### src/rtl/sram_port_arbiter_if.sv
// rtl/sram_port_arbiter_if.sv - requester-side op/response bundle for sram_port_arbiter
// Purpose: one fabric requester's view of the shared SRAM.
//   valid/we/addr/wdata : op from requester; held stable until ready
//   ready               : op accepted this cycle (valid && ready transfers)
//   rvalid/rdata        : read data return, rdata meaningful only with rvalid
// Modports: master = requester side, slave = arbiter side.

interface sram_port_arbiter_if #(
   parameter int ADDR_W = 10,
   parameter int DATA_W = 32
);
   logic              valid;
   logic              we;
   logic [ADDR_W-1:0] addr;
   logic [DATA_W-1:0] wdata;
   logic              ready;
   logic              rvalid;
   logic [DATA_W-1:0] rdata;

   modport master (
      output valid, we, addr, wdata,
      input  ready, rvalid, rdata
   );

   modport slave (
      input  valid, we, addr, wdata,
      output ready, rvalid, rdata
   );
endinterface

### src/rtl/sram_port_arbiter.sv
// rtl/sram_port_arbiter.sv - shares one SRAM write port and read port between requesters A and B
// Purpose: independent round-robin arbitration of the SRAM write and read ports,
//          same-address write/read hazard stall, and routing of read data back
//          to the requester that issued the read.
// Ports:
//   clk, rst_n         : clock, asynchronous active-low reset
//   a, b               : requester bundles (sram_port_arbiter_if.slave)
//   sram_csb/web/reb   : active-low chip select / write enable / read enable
//   sram_addr_w/addr_r : write / read address (hold last granted value when idle)
//   sram_d_in          : write data (holds last granted value when idle)
//   sram_d_out         : read data, valid READ_LAT cycles after a read grant

module sram_port_arbiter #(
   parameter int ADDR_W   = 10,
   parameter int DATA_W   = 32,
   parameter int READ_LAT = 2
) (
   input  logic              clk,
   input  logic              rst_n,
   sram_port_arbiter_if.slave a,
   sram_port_arbiter_if.slave b,
   output logic              sram_csb,
   output logic              sram_web,
   output logic              sram_reb,
   output logic [ADDR_W-1:0] sram_addr_w,
   output logic [ADDR_W-1:0] sram_addr_r,
   output logic [DATA_W-1:0] sram_d_in,
   input  logic [DATA_W-1:0] sram_d_out
);

   // Grants are enabled from the first clock edge after reset release, so
   // ready and the SRAM strobes stay inactive for the whole reset period.
   logic              run_en;

   // Tie-break pointers: 0 selects A, 1 selects B.
   logic              wr_ptr;
   logic              rd_ptr;

   logic [ADDR_W-1:0] addr_w_q;
   logic [ADDR_W-1:0] addr_r_q;
   logic [DATA_W-1:0] d_in_q;

   // Response pipe: index 0 is depth 1, index READ_LAT-1 is the output stage.
   logic [READ_LAT-1:0] pipe_v;
   logic [READ_LAT-1:0] pipe_id;

   logic a_wr_req, b_wr_req, a_rd_req, b_rd_req;
   logic wr_gnt_a, wr_gnt_b, wr_gnt;
   logic rd_cand_a, rd_cand_b, rd_cand;
   logic rd_gnt_a, rd_gnt_b, rd_gnt;
   logic hazard;
   logic [ADDR_W-1:0] wr_addr;
   logic [ADDR_W-1:0] rd_addr;
   logic [DATA_W-1:0] wr_data;

   assign a_wr_req = run_en & a.valid &  a.we;
   assign b_wr_req = run_en & b.valid &  b.we;
   assign a_rd_req = run_en & a.valid & ~a.we;
   assign b_rd_req = run_en & b.valid & ~b.we;

   assign wr_gnt_a = a_wr_req & (~b_wr_req | ~wr_ptr);
   assign wr_gnt_b = b_wr_req & (~a_wr_req |  wr_ptr);
   assign wr_gnt   = wr_gnt_a | wr_gnt_b;

   assign rd_cand_a = a_rd_req & (~b_rd_req | ~rd_ptr);
   assign rd_cand_b = b_rd_req & (~a_rd_req |  rd_ptr);
   assign rd_cand   = rd_cand_a | rd_cand_b;

   assign wr_addr = wr_gnt_b  ? b.addr  : a.addr;
   assign wr_data = wr_gnt_b  ? b.wdata : a.wdata;
   assign rd_addr = rd_cand_b ? b.addr  : a.addr;

   // A read colliding with the write granted in the same cycle waits a cycle
   // so that it observes the newly written data.
   assign hazard = wr_gnt & rd_cand & (wr_addr == rd_addr);

   assign rd_gnt_a = rd_cand_a & ~hazard;
   assign rd_gnt_b = rd_cand_b & ~hazard;
   assign rd_gnt   = rd_gnt_a | rd_gnt_b;

   assign a.ready = wr_gnt_a | rd_gnt_a;
   assign b.ready = wr_gnt_b | rd_gnt_b;

   assign sram_csb    = ~(wr_gnt | rd_gnt);
   assign sram_web    = ~wr_gnt;
   assign sram_reb    = ~rd_gnt;
   assign sram_addr_w = wr_gnt ? wr_addr : addr_w_q;
   assign sram_addr_r = rd_gnt ? rd_addr : addr_r_q;
   assign sram_d_in   = wr_gnt ? wr_data : d_in_q;

   assign a.rvalid = pipe_v[READ_LAT-1] & ~pipe_id[READ_LAT-1];
   assign b.rvalid = pipe_v[READ_LAT-1] &  pipe_id[READ_LAT-1];
   assign a.rdata  = sram_d_out;
   assign b.rdata  = sram_d_out;

   always_ff @(posedge clk or negedge rst_n) begin
      if (!rst_n) begin
         run_en   <= 1'b0;
         wr_ptr   <= 1'b0;
         rd_ptr   <= 1'b0;
         addr_w_q <= '0;
         addr_r_q <= '0;
         d_in_q   <= '0;
         pipe_v   <= '0;
         pipe_id  <= '0;
      end else begin
         run_en <= 1'b1;
         if (wr_gnt) begin
            wr_ptr   <= wr_gnt_a;     // point at the requester that lost
            addr_w_q <= wr_addr;
            d_in_q   <= wr_data;
         end
         if (rd_gnt) begin
            rd_ptr   <= rd_gnt_a;
            addr_r_q <= rd_addr;
         end
         pipe_v[0]  <= rd_gnt;
         pipe_id[0] <= rd_gnt_b;
         for (int i = 1; i < READ_LAT; i++) begin
            pipe_v[i]  <= pipe_v[i-1];
            pipe_id[i] <= pipe_id[i-1];
         end
      end
   end

endmodule

### src/flat_wrapper.sv
// flat-port wrapper written by rule: the top's interface ports become plain ports
module sram_port_arbiter_flat 
#(
   parameter int ADDR_W   = 10,
   parameter int DATA_W   = 32,
   parameter int READ_LAT = 2
)
  (clk, rst_n, sram_csb, sram_web, sram_reb, sram_addr_w, sram_addr_r, sram_d_in, sram_d_out, a_valid, a_we, a_addr, a_wdata, a_ready, a_rvalid, a_rdata, b_valid, b_we, b_addr, b_wdata, b_ready, b_rvalid, b_rdata);
  sram_port_arbiter_if #(.ADDR_W(ADDR_W), .DATA_W(DATA_W)) a_i ();
  sram_port_arbiter_if #(.ADDR_W(ADDR_W), .DATA_W(DATA_W)) b_i ();
  input  logic clk;
  input  logic rst_n;
  output logic sram_csb;
  output logic sram_web;
  output logic sram_reb;
  output logic [ADDR_W-1:0] sram_addr_w;
  output logic [ADDR_W-1:0] sram_addr_r;
  output logic [DATA_W-1:0] sram_d_in;
  input  logic [DATA_W-1:0] sram_d_out;
  input wire logic [$bits(a_i.valid)-1:0] a_valid;
  input wire logic [$bits(a_i.we)-1:0] a_we;
  input wire logic [$bits(a_i.addr)-1:0] a_addr;
  input wire logic [$bits(a_i.wdata)-1:0] a_wdata;
  output wire logic [$bits(a_i.ready)-1:0] a_ready;
  output wire logic [$bits(a_i.rvalid)-1:0] a_rvalid;
  output wire logic [$bits(a_i.rdata)-1:0] a_rdata;
  input wire logic [$bits(b_i.valid)-1:0] b_valid;
  input wire logic [$bits(b_i.we)-1:0] b_we;
  input wire logic [$bits(b_i.addr)-1:0] b_addr;
  input wire logic [$bits(b_i.wdata)-1:0] b_wdata;
  output wire logic [$bits(b_i.ready)-1:0] b_ready;
  output wire logic [$bits(b_i.rvalid)-1:0] b_rvalid;
  output wire logic [$bits(b_i.rdata)-1:0] b_rdata;
  assign a_i.valid = a_valid;
  assign a_i.we = a_we;
  assign a_i.addr = a_addr;
  assign a_i.wdata = a_wdata;
  assign a_ready = a_i.ready;
  assign a_rvalid = a_i.rvalid;
  assign a_rdata = a_i.rdata;
  assign b_i.valid = b_valid;
  assign b_i.we = b_we;
  assign b_i.addr = b_addr;
  assign b_i.wdata = b_wdata;
  assign b_ready = b_i.ready;
  assign b_rvalid = b_i.rvalid;
  assign b_rdata = b_i.rdata;
  sram_port_arbiter #(.ADDR_W(ADDR_W), .DATA_W(DATA_W), .READ_LAT(READ_LAT)) u_core (.clk(clk), .rst_n(rst_n), .a(a_i), .b(b_i), .sram_csb(sram_csb), .sram_web(sram_web), .sram_reb(sram_reb), .sram_addr_w(sram_addr_w), .sram_addr_r(sram_addr_r), .sram_d_in(sram_d_in), .sram_d_out(sram_d_out));
endmodule
### config.mk
export PLATFORM = sky130hd
export DESIGN_NAME = sram_port_arbiter_flat
export DESIGN_NICKNAME = d
export VERILOG_FILES = /design/src/rtl/sram_port_arbiter_if.sv /design/src/rtl/sram_port_arbiter.sv /design/src/flat_wrapper.sv
export SDC_FILE = /design/constraint.sdc
export NUM_CORES = 1
export LEC_CHECK = 0
export ABC_AREA = 1
export CELL_PAD_IN_SITES_DETAIL_PLACEMENT = 1
export CELL_PAD_IN_SITES_GLOBAL_PLACEMENT = 1
export CORE_MARGIN = 3
export CORE_UTILIZATION = 46
export CTS_CLUSTER_SIZE = 20
export DETAILED_ROUTE_END_ITERATION = 6
export DONT_BUFFER_PORTS = 1
export HOLD_SLACK_MARGIN = 0.1
export PLACE_DENSITY = 0.87
export SLEW_MARGIN = 20
export SYNTH_ARGS = -nofsm -noshare
export SYNTH_HDL_FRONTEND = slang
export SYNTH_SLANG_ARGS = --single-unit
### constraint.sdc
create_clock -name clk -period 3.3 [get_ports clk]
set_clock_uncertainty 0.15 [all_clocks]
set_input_delay 0.495 -clock clk [delete_from_list [all_inputs] [get_ports clk]]
set_output_delay 0.495 -clock clk [all_outputs]
set_load 0.05 [all_outputs]
## Word level (Yosys, flattened, before mapping)

Cells that the tools add are included.

| word-level totals | value |
|---|---|
| output and inout port bits | 123 |
| input port bits | 122 |
| register bits after elaboration | 59 |

| cells by class | value |
|---|---|
| equality and inequality tests | 1 |
| bitwise operators | 39 |
| mux-type cells | 6 |

Operators by type and width:

| kind | number |
|---|---|
| 32-bit 2-to-1 mux | 2 |
| 10-bit 2-to-1 mux | 4 |
| 1-bit AND | 16 |
| 1-bit NOT | 13 |
| 10-bit == test | 1 |
| 1-bit OR | 10 |

## Logic depth before layout (Yosys ltp)

| depth | value |
|---|---|
| depth in word-level cells | 13 |
| depth in mapped cells | 17 |

## Worst setup path after synthesis

OpenSTA, ideal clock, no wires.

| path | value |
|---|---|
| path kind | in2out |
| start point | input port b_valid |
| end point | output port sram_addr_w[3] |
| buffers on the path | 2 |
| data arrival time | 2498 ps |
| slack | 157 ps |
| stages on the path | 8 |
| cells stage by stage | nand2_4 nor2_8 buf_2 inv_1 nand2_1 clkinv_1 clkbuf_1 o21ai_0 |

| between the ends | value |
|---|---|
| longest elaborated chain between the ends | 7 |

RTL lines:

| what | line | RTL |
|---|---|---|
| start: declaration | flat_wrapper.sv:27 | `input wire logic [$bits(b_i.valid)-1:0] b_valid;` |
| 1-bit AND (*) (2 in a row) | sram_port_arbiter.sv:57 | `assign b_wr_req = run_en & b.valid & b.we;` |
| 1-bit NOT | sram_port_arbiter.sv:61 | `assign wr_gnt_a = a_wr_req & (~b_wr_req \| ~wr_ptr);` |
| 1-bit OR | sram_port_arbiter.sv:61 |  |
| 1-bit AND | sram_port_arbiter.sv:61 |  |
| 1-bit OR | sram_port_arbiter.sv:63 | `assign wr_gnt = wr_gnt_a \| wr_gnt_b;` |
| 10-bit 2-to-1 mux (*) | sram_port_arbiter.sv:87 | `assign sram_addr_w = wr_gnt ? wr_addr : addr_w_q;` |
| end: declaration | flat_wrapper.sv:16 | `output logic [ADDR_W-1:0] sram_addr_w;` |

Every way passes the cells marked *; elsewhere a longest branch is shown, timed or not.

## Worst setup path after layout

| path | value |
|---|---|
| start point | register u_core.run_en |
| end point | output port sram_addr_r[4] |

| between the ends | value |
|---|---|
| longest elaborated chain between the ends | 12 |

RTL lines:

| what | line | RTL |
|---|---|---|
| start: declaration | sram_port_arbiter.sv:33 | `logic run_en;` |
| start signal: assignment | sram_port_arbiter.sv:98 | `run_en <= 1'b0;` |
| start signal: assignment | sram_port_arbiter.sv:107 | `run_en <= 1'b1;` |
| 1-bit AND, on equally long branches (2 in a row) | n/a |  |
| 1-bit NOT, on equally long branches | n/a |  |
| 1-bit OR, on equally long branches | n/a |  |
| 1-bit AND, on equally long branches | n/a |  |
| 10-bit 2-to-1 mux, or another cell as far along | sram_port_arbiter.sv:69 | `assign wr_addr = wr_gnt_b ? b.addr : a.addr;` |
| 10-bit == test or 1-bit AND (tied branches) | sram_port_arbiter.sv:75 | `assign hazard = wr_gnt & rd_cand & (wr_addr == rd_addr);` |
| 1-bit AND | sram_port_arbiter.sv:75 |  |
| 1-bit NOT | sram_port_arbiter.sv:77, sram_port_arbiter.sv:78 |  |
| 1-bit AND, on equally long branches | sram_port_arbiter.sv:77, sram_port_arbiter.sv:78 |  |
| 1-bit OR | sram_port_arbiter.sv:79 | `assign rd_gnt = rd_gnt_a \| rd_gnt_b;` |
| 10-bit 2-to-1 mux (*) | sram_port_arbiter.sv:88 | `assign sram_addr_r = rd_gnt ? rd_addr : addr_r_q;` |
| end: declaration | flat_wrapper.sv:17 | `output logic [ADDR_W-1:0] sram_addr_r;` |

Marks and branches as above.

==> summary.md <==
| Metric | Value |
|---|---|
| Drt wl/cell | `around 21 um` |
| Nets | `between 600 and 700` |
| Buf/Inv on CP | `6` |
| Initial Util | `0.4875` |
| Hold depth | `0` |
| Worst-Margin Slew | `between 800 and 900 ps` |
| Post-synth EDFFs | `0` |
| Placed wire-length estimate | `a little over 9000 um` |
| VDD IR max | `between 0.0003 and 0.0004 V` |
| Antenna violations before repair | `0` |
| R2r worst-path depth | `16` |
| Top cell type by total area after synthesis | `dfrtp_1` |
| Die W | `97.66 um` |
| Core Area | `about 0.0079 sq mm` |
| Most common library cells after synthesis | `nand2_1, buf_4, dfrtp_1` |
| DRT antenna net count | `0` |
| Die H | `97.66 um` |
| Design area | `0.004761 sq mm` |
| Share of cells above drive strength 1 | `0.2877` |
| Crit-path leading delay family | `simple AND/OR/NAND/NOR gates` |
| Hold Crit Class | `register to register` |
| Largest net degree at the start of global routing | `60` |
| Psw | `1.197 mW` |
| Root Driver | `clkbuf_8` |
| Sequential cell area | `around 0.0015 sq mm` |
| Synth top area cells | `dfrtp_1, nand2_1, buf_4` |
| Worst Path Arrival | `between 2000 and 3000 ps` |
| Crit path capture type | `primary output` |
| DR vias/cell | `between 5 and 6` |
| Synth warn | `0` |
| Period utilization | `1.028` |
| Multi-input logic area | `0.001829 sq mm` |
| Syn_nets | `666` |
| Num CTS Buffers | `9` |
| Placer Congestion | `slightly above 0.9` |
| Pint | `1.571 mW` |
| Worst-path cell chain | `buf_6, nand4_1, buf_6, nand2_8, buf_12, nand2_4, nand2_2, nand2_1, nand2_1, inv_1, nand2_1, nor2_2, nand3_4, buf_6, o211ai_1, nand2_1, buf_12` |
| Clk buf depth | `2` |
| Max Fclk | `0.2947 GHz` |
| Io pins | `about 250` |
| Area delta synth->final | `23.18%` |
| Top-area cell type share of the netlist area | `0.3820` |
| Post-synth ARST share | `1.000` |
| # port buffers | `0` |
| Clk sink count | `59` |
| Min Tclk post-route | `~3400 ps` |
| CP Launch Type | `register` |
| Comb pwr share | `0.435` |
| Max-Cap Viols | `0` |
| Distinct cell type count after synthesis | `26` |
| Worst Path Max Fanout | `6` |
| H-tree Lvls | `3` |
| Post-Route WL | `14070 um` |
| RSZ-0062 raised after global routing | `true` |
| Max-slew violations | `0` |
| Register area share after synthesis | `0.3820` |
| Mean Syn Cell Area | `7.105 sq um` |
| Final Worst Setup Slack | `-93.57 ps` |
| Pre-antenna DRT Iters | `4` |
| Diode count | `0` |
| Slowest CP cell | `dfrtp_2` |
| Outcome | `finished with violations` |
| Sw Ratio | `0.4324` |
| Synth Instances | `between 500 and 600` |
| Leakage Power | `2.473 nW` |
| All-Layer GR Usage | `0.2505` |
| # DRC | `0` |
| Fin. Hold Viols | `0` |
| Global-route wire length before repair | `between 15000 and 20000 um` |
| CP peak stage delay | `between 400 and 500 ps` |
| Failing checks | `negative setup slack` |
| Cell mode on critical path | `nand2_1` |
| Final count of negative-setup-slack endpoints | `13` |
| Max-slew headroom | `0.4064` |
| Die area | `about 0.0095 sq mm` |
| Vias in the first global route | `3922` |
| TritonCTS clock tree | `yes` |
| #FFs+latches synth | `59` |
| Area of placed instances | `~0.004 sq mm` |
| Sequential power share | `0.323` |
| Num rows | `32` |
| Via count | `about 3800` |
| Clock power share | `0.242` |
| Critical path class | `register to primary output` |
| Post-synth top flop | `dfrtp_1` |
| Power density over the cells | `about 580 mW/mm^2` |
| Clk_lat worst skew | `330 ps` |
| Initial DRC Count | `146` |
| Fillers | `around 970` |
| Pre-CTS setup slack | `just under 70 ps` |
| Count leader, synth | `nand2_1` |
| Sum Neg Setup Slack | `-776.0 ps` |
| GRT Residual Overflow | `0` |
| Mapped Area | `0.003865 sq mm` |
| Worst path depth | `17` |
| Clock slew at reported path FFs | `~80 ps` |
| Fin Hold WS | `around 210 ps` |
| Required time of the worst setup path | `2650 ps` |
==> layer usage <==
metal / track usage / part of all wire
met2: 0.4486 / 0.53
met3: 0.07394 / 0.076
met4: 0.09159 / 0.036
met1: 0.2801 / 0.36
met5: 0 / 0
==> stage by stage <==
step	utilization	instances	total power, mW
2_1_floorplan	-	544	1.835
3_3_place_gp	0.5024	625	1.947
3_5_place_dp	0.5024	625	1.987
4_1_cts	0.5366	644	2.682
5_1_grt	0.6005	672	2.903
6_report	0.6005	672	2.768
==> repair_timing <==
item                                    in CTS  in global routing
hold buffers                                 2                  0
gates cloned                                 0                  7
endpoints found under the hold margin       59                  0
setup buffers                                1                 21
gates resized for setup                      7                 60
endpoints found under the setup margin      14                 14
pin swaps                                    0                 26
==> cell families (layout without fill, tap and decap cells) <==
logic type             count (synthesis)  after routing  synth area share
and+or+nand+nor                      264            266            0.2910
buffers and inverters                128            151            0.1994
AOI/OAI and AO/OA                     92             93            0.1266
DFF                                   59             59            0.3820
other                                  1              1         0.0009703
==> state kept, by name, indices dropped and copies added, names as in the netlist <==
register         cells
u_core.rd_ptr        1
u_core.addr_r_q     10
u_core.run_en        1
u_core.pipe_v        2
u_core.wr_ptr        1
u_core.d_in_q       32
u_core.addr_w_q     10
u_core.pipe_id       2
==> cells in the final DEF (no fill, tap or decap), types with 2 or more instances in the layout <==
master	instances
a21oi_1	32
buf_12	12
buf_4	69
buf_6	12
clkbuf_16	2
clkbuf_8	9
clkinvlp_4	2
dfrtp_1	58
inv_1	34
inv_2	3
inv_6	2
nand2_1	165
nand2_2	18
nand2_4	6
nand2_8	5
nand3_1	22
nand3_2	7
nand4_1	2
nor2_1	33
nor2_2	3
nor2_4	2
o211ai_1	10
o21ai_0	2
o21ai_1	46
==> worst paths after layout <==
kind / from / endpoint / slack [ps]
max: u_core.run_en / sram_addr_r[4] / -90
min: u_core.pipe_id[0] / u_core.pipe_id[1] / 210
max reg2reg: u_core.run_en / u_core.addr_r_q[1] / 600
min reg2reg: u_core.pipe_id[0] / u_core.pipe_id[1] / 210
max in group asynchronous: rst_n / u_core.run_en / 2190
min in group asynchronous: rst_n / u_core.addr_r_q[4] / 520
==> power by group through the flow <==
stage                     clock [mW]  combinational (mW)  sequential, mW
after floorplan                    0               0.945           0.890
after global placement             0                1.05           0.897
after detailed placement           0                1.08           0.904
after CTS                      0.677                1.11           0.893
after global routing           0.722                1.28           0.906
final                          0.670                1.20           0.894
==> final cells by class <==
class,instances,share of cell area
Sequential cell,59,0.3104
Inverter,38,0.03049
Clock buffer,9,0.02602
Tap cell,102,0.02681
Timing Repair Buffer,97,0.2060
Multi-Input combinational cell,360,0.3842
Clock inverter,7,0.01603
Note: power is estimated with default switching activity, not from simulation.
==> RTL edit 1 (same settings) <==
`READ_LAT` is set to 2 in 2 places; all go to 1.
--- a/src/rtl/sram_port_arbiter.sv
+++ b/src/rtl/sram_port_arbiter.sv
@@ -13,7 +13,7 @@
 module sram_port_arbiter #(
    parameter int ADDR_W   = 10,
    parameter int DATA_W   = 32,
-   parameter int READ_LAT = 2
+   parameter int READ_LAT = 1
 ) (
    input  logic              clk,
    input  logic              rst_n,
--- a/src/flat_wrapper.sv
+++ b/src/flat_wrapper.sv
@@ -3,7 +3,7 @@
 #(
    parameter int ADDR_W   = 10,
    parameter int DATA_W   = 32,
-   parameter int READ_LAT = 2
+   parameter int READ_LAT = 1
 )
   (clk, rst_n, sram_csb, sram_web, sram_reb, sram_addr_w, sram_addr_r, sram_d_in, sram_d_out, a_valid, a_we, a_addr, a_wdata, a_ready, a_rvalid, a_rdata, b_valid, b_we, b_addr, b_wdata, b_ready, b_rvalid, b_rdata);
   sram_port_arbiter_if #(.ADDR_W(ADDR_W), .DATA_W(DATA_W)) a_i ();
Function: changed (Yosys sat finds a counterexample within 4 cycles, from zero or initial values and one cycle with rst_n low).
==> RTL edit 1 against the unedited design <==
- the run still ends with negative setup slack left
- synthesized cell count fell by 0.37%
- wire length rose by 3.4%
- combinational power is essentially flat
- non-clock buffer count is 5 higher
- sequential share of layout area is 0.96 points lower
- design area fell by 0.32%
- total power up 2.1%
- area after synthesis down 1.3%
- global-route usage is 0.057 points higher
- sequential cell count decreased by 2
- setup slack improved by 0.047 ns
- largest cell class unchanged
==> RTL edit 1: results (changes against the unedited design) <==
Outcome: complete, but fails checks
Failing checks: negative setup slack
Area contributors post-synth: dfrtp_1, nand2_1, buf_4, o21ai_0, a21oi_1
Initial antenna violation count: 0 (unchanged)
Hold Crit Class: in2reg
Vias in the first global route: 3719 (-5.2%)
Fin Setup TNS: -0.114 ns (+0.662 ns)
Placed inst area: 3920 sq um (-1.6%)
DR WL/cell: 21.6 um (+3.3%)
IO Port Bufs: 0 (unchanged)
Final #Nets: 688 (+0.15%)
Placed cell count: 621 (-0.64%)
Worst-path clk slew: 0.07 ns
Async S/R FF share, synth: 100% (unchanged)
Worst-case vdd ir drop: 375 uV (+0.21%)
Final worst slack: -0.0461 ns (+0.0474 ns)
CP max FO: 8 (+2)
Largest net degree at the start of global routing: 58 (-3.3%)
# fillers: 989 (+2.4%)
Sequential share of the synthesized area: 37.4% (-0.81 points)
Post-synthesis cell count: 542 (-0.37%)
Netlist cell types: 26 (unchanged)
Critical-path top delay cell: dfrtp_2
P_leak: 2.46 nW (-0.68%)
Hpwl dp: 8970 um (-1.8%)
Root buf cell: clkbuf_8
Vias post-DR: 3867 (+2.2%)
Final wirelength: 14600 um (+3.4%)
Net Count, Synth: 664 (-0.30%)
Seq. pwr: 0.866 mW (-3.1%)
Finish-stage setup viols: 8 (-5)
Iter 0 DRT Violations: 242 (+66%)
Share of cells above drive strength 1: 30.5% (+1.7 points)
Combinational share of power: 42.5% (-1.0 points)
Switching power: 1.17 mW (-2.3%)
Gp weighted congestion: 0.928 (+0.27%)
Grt total ovfl: 0 (unchanged)
Worst-margin pin slew: 0.896 ns (+0.00862 ns)
CTS buffer count: 9 (unchanged)
Max stage delay on crit path: 0.42 ns (-0.05 ns)
Wire length of the first global-routing pass: 19000 um (-2.1%)
Crit path max-delay family: simple AND/OR/NAND/NOR gates
N_diodes: 0 (unchanged)
Post-CTS Resized: 8 (+1)
Drt pass-1 iters: 5 (+1)
Total track usage: 25.1% (+0.057 points)
Synth top cells by count: nand2_1, buf_4, dfrtp_1
Postcts setup bufs: 2 (+1)
[RTL edit 1: final cells by class]
type / instances / area (sq um) / area share (%)
Clock buffer: 12 / 155 / 3.27
Clock inverter: 4 / 75.1 / 1.58
Inverter: 38 / 145 / 3.06
Multi-Input combinational cell: 358 / 1810 / 38.1
Sequential cell: 57 / 1430 / 30.1
Tap cell: 102 / 128 / 2.69
Timing Repair Buffer: 102 / 1000 / 21.2
[RTL edit 1: logic make-up (layout without fill, tap and decap cells)]
logic type      after synthesis  after routing  share of synthesized area [%]
buf+inv                     128            156                           20.2
compound gates               92             92                           12.8
flops                        57             57                           37.4
other cells                   1              1                         0.0983
simple gates                264            265                           29.5
[RTL edit 1: stage by stage]
step	setup WS, ns	utilization, %	total power [mW]	hold slack (ns)
floorplan	0.157	-	1.81	0.0494
global placement	0.269	49.7	1.91	0.0516
detailed placement	0.137	49.7	1.94	0.0510
CTS	0.00864	54.0	2.74	0.218
global route	-0.184	60.2	2.95	0.217
finish	-0.0461	60.2	2.83	0.222
[RTL edit 1: worst paths after layout]
path	slack, ns	cells after the start	endpoint	start
worst max-delay path	-0.05	16	sram_addr_r[3]	u_core.run_en
worst min-delay path	0.22	2	u_core.d_in_q[15]	a_wdata[15]
worst max register to register	0.67	15	u_core.addr_r_q[0]	u_core.run_en
worst min register to register	0.36	2	u_core.d_in_q[26]	u_core.d_in_q[26]
max in group asynchronous	2.19	2	u_core.run_en	rst_n
min in group asynchronous	0.52	2	u_core.addr_w_q[5]	rst_n
[RTL edit 1: layer usage]
| metal | wire length [um] | GRT usage [%] |
|---|---|---|
| met1 | 5010 | 27.8 |
| met2 | 7710 | 44.6 |
| met3 | 1260 | 8.69 |
| met4 | 575 | 8.86 |
| met5 | 0 | 0 |
==> RTL edit 2 (same settings) <==
Made on the original files. Reset style: synchronous (`rst_n`), changed in one clocked block. Comments in the files are not updated.
--- a/src/rtl/sram_port_arbiter.sv
+++ b/src/rtl/sram_port_arbiter.sv
@@ -93,7 +93,7 @@
    assign a.rdata  = sram_d_out;
    assign b.rdata  = sram_d_out;
 
-   always_ff @(posedge clk or negedge rst_n) begin
+   always_ff @(posedge clk) begin
       if (!rst_n) begin
          run_en   <= 1'b0;
          wr_ptr   <= 1'b0;
Formal check against the unedited RTL: differs if rst_n is asserted again (counterexample within 4 cycles, from zero or initial values and one cycle with rst_n low); with rst_n held inactive, the same outputs for 10 cycles.
==> RTL edit 2 against the unedited design <==
- the run still ends with negative setup slack left
- total power is 12% lower
- largest cell class unchanged
- register-to-register slack improved by 0.09 ns
- highest routed layer is now met5
- critical path depth down 3
- combinational power is 31% lower
- wire length increased by 1.9%
- area after synthesis grew 5.0%
- sequential cell count unchanged
- design area up 4.4%
- setup slack better by 0.030 ns
==> RTL edit 2: results (changes against the unedited design) <==
Hold Crit Class: in2reg
Final wirelength: 14300 um (+1.9%)
Data arrival, critical path: 2.72 ns (-0.03 ns)
FF-to-FF path depth: 14 (-2)
Outcome: complete, but fails checks
N_diodes: 0 (unchanged)
Largest net degree at the start of global routing: 66 (+10%)
P_leak: 2.71 nW (+9.5%)
Failing checks: negative setup slack
Worst Setup SP: u_core.run_en
Worst-margin pin slew: 0.978 ns (+0.0906 ns)
Int Pwr: 1.57 mW (-0.34%)
Placed cell count: 727 (+16%)
Initial antenna violation count: 1 (+1)
Final worst slack: -0.0638 ns (+0.0298 ns)
Finish-stage setup viols: 7 (-6)
Netlist cell types: 24 (-7.7%)
Total track usage: 25.3% (+0.24 points)
Vias/cell: 5.52 (-2.0%)
CTS buffer count: 9 (unchanged)
Async S/R FF share, synth: 0% (-100 points)
Bufs on Longest Clock Path: 2 (unchanged)
Share of cells above drive strength 1: 24.5% (-4.3 points)
R2r setup slk: 0.69 ns (+0.09 ns)
Hpwl dp: 9360 um (+2.5%)
Clk_lat worst skew: 0.33 ns (about the same)
Post-synthesis cell count: 650 (+19%)
Placed inst area: 4300 sq um (+8.0%)
Iter 0 DRT Violations: 233 (+60%)
Drt pass-1 iters: 5 (+1)
Gp weighted congestion: 0.873 (-5.7%)
Area contributors post-synth: dfxtp_1, nand2_1, buf_4, inv_1, o211ai_1
Final #Nets: 783 (+14%)
Worst-case vdd ir drop: 253 uV (-32%)
Biggest regs: u_core.d_in_q x32, u_core.addr_r_q x10, u_core.addr_w_q x10
Wire length of the first global-routing pass: 20100 um (+3.2%)
Sequential share of the synthesized area: 29.1% (-9.1 points)
Net Count, Synth: 772 (+16%)
Vias in the first global route: 4111 (+4.8%)
DR WL/cell: 18.6 um (-11%)
Synth top cells by count: nand2_1, inv_1, buf_4
FF-to-FF End: u_core.addr_r_q[9]
-- RTL edit 2: power groups by stage --
stage          clock network (mW)  registers, mW  logic [mW]
4_1_cts                     0.848          0.770       0.771
3_5_place_dp                    0          0.786       0.759
3_3_place_gp                    0          0.783       0.737
2_1_floorplan                   0          0.780       0.712
6_report                    0.831          0.771       0.832
5_1_grt                     0.875          0.775       0.884
-- RTL edit 2: how the worst min path moves through the flow --
stage | end | cells past startpoint | start | slack [ns]
after floorplan | u_core.pipe_id[1] | 2 | u_core.pipe_id[0] | 0.24
final | u_core.pipe_v[1] | 2 | rst_n | 0.13
after CTS | u_core.pipe_v[1] | 2 | rst_n | 0.10
after detailed placement | u_core.pipe_id[1] | 2 | u_core.pipe_id[0] | 0.26
after global routing | u_core.pipe_v[1] | 2 | rst_n | 0.11
after global placement | u_core.pipe_v[1] | 2 | u_core.pipe_v[0] | 0.25
-- RTL edit 2: layer usage --
layer / global-route usage (%) / part of all wire (%) / vias up
met4: 10.6 / 4.3 / 2
li1: - / - / 1994
met5: 0 / 0.13 / -
met3: 7.85 / 8.2 / 76
met2: 44.3 / 50 / 206
met1: 28.3 / 38 / 1975
-- RTL edit 2: final cells by class --
type	instances	area, sq um
tap	105	131
fill	1114	3410
multi-input combinational	406	2050
timing repair buffer	92	998
clock buffer	10	138
inverter	93	353
sequential	59	1190
clock inverter	6	111
-- RTL edit 2: timing repair --
| item | CTS | global route |
|---|---|---|
| buffers inserted | 4 | 21 |
| endpoints found under the setup margin | 54 | 54 |
| hold buffers | 1 | 0 |
| endpoints found under the hold margin | 2 | 0 |
| pin swaps | 3 | 30 |
| resized for setup | 9 | 47 |
| gates cloned | 0 | 2 |
-- RTL edit 2: critical path: stages (launching register included) --
cell	delay, ns
dfxtp_4	0.38
buf_4	0.17
nand4_1	0.26
nand4_1	0.24
nand2_2	0.21
nand2_1	0.07
nor2_1	0.13
nand2_1	0.11
nor2_4	0.12
nand2_4	0.10
buf_6	0.15
o211ai_1	0.10
nand2_1	0.12
inv_2	0.08
buf_12	0.13
-- RTL edit 2: cell families after synthesis --
| group | after synthesis | share of synthesized area (%) |
|---|---|---|
| buffers and inverters | 187 | 24.2 |
| and+or+nand+nor | 312 | 32.0 |
| DFF | 59 | 29.1 |
| AOI/OAI and AO/OA | 92 | 14.6 |
-- RTL edit 2: through the flow --
stage               utilization (%)  setup slack (ns)  setup TNS, ns
global route                   59.3            -0.188          -4.12
detailed placement             51.3          -0.00924       -0.00924
CTS                            55.5            0.0150              0
finish                         59.3           -0.0638         -0.265
global placement               51.3             0.238              0
floorplan                         -             0.364              0
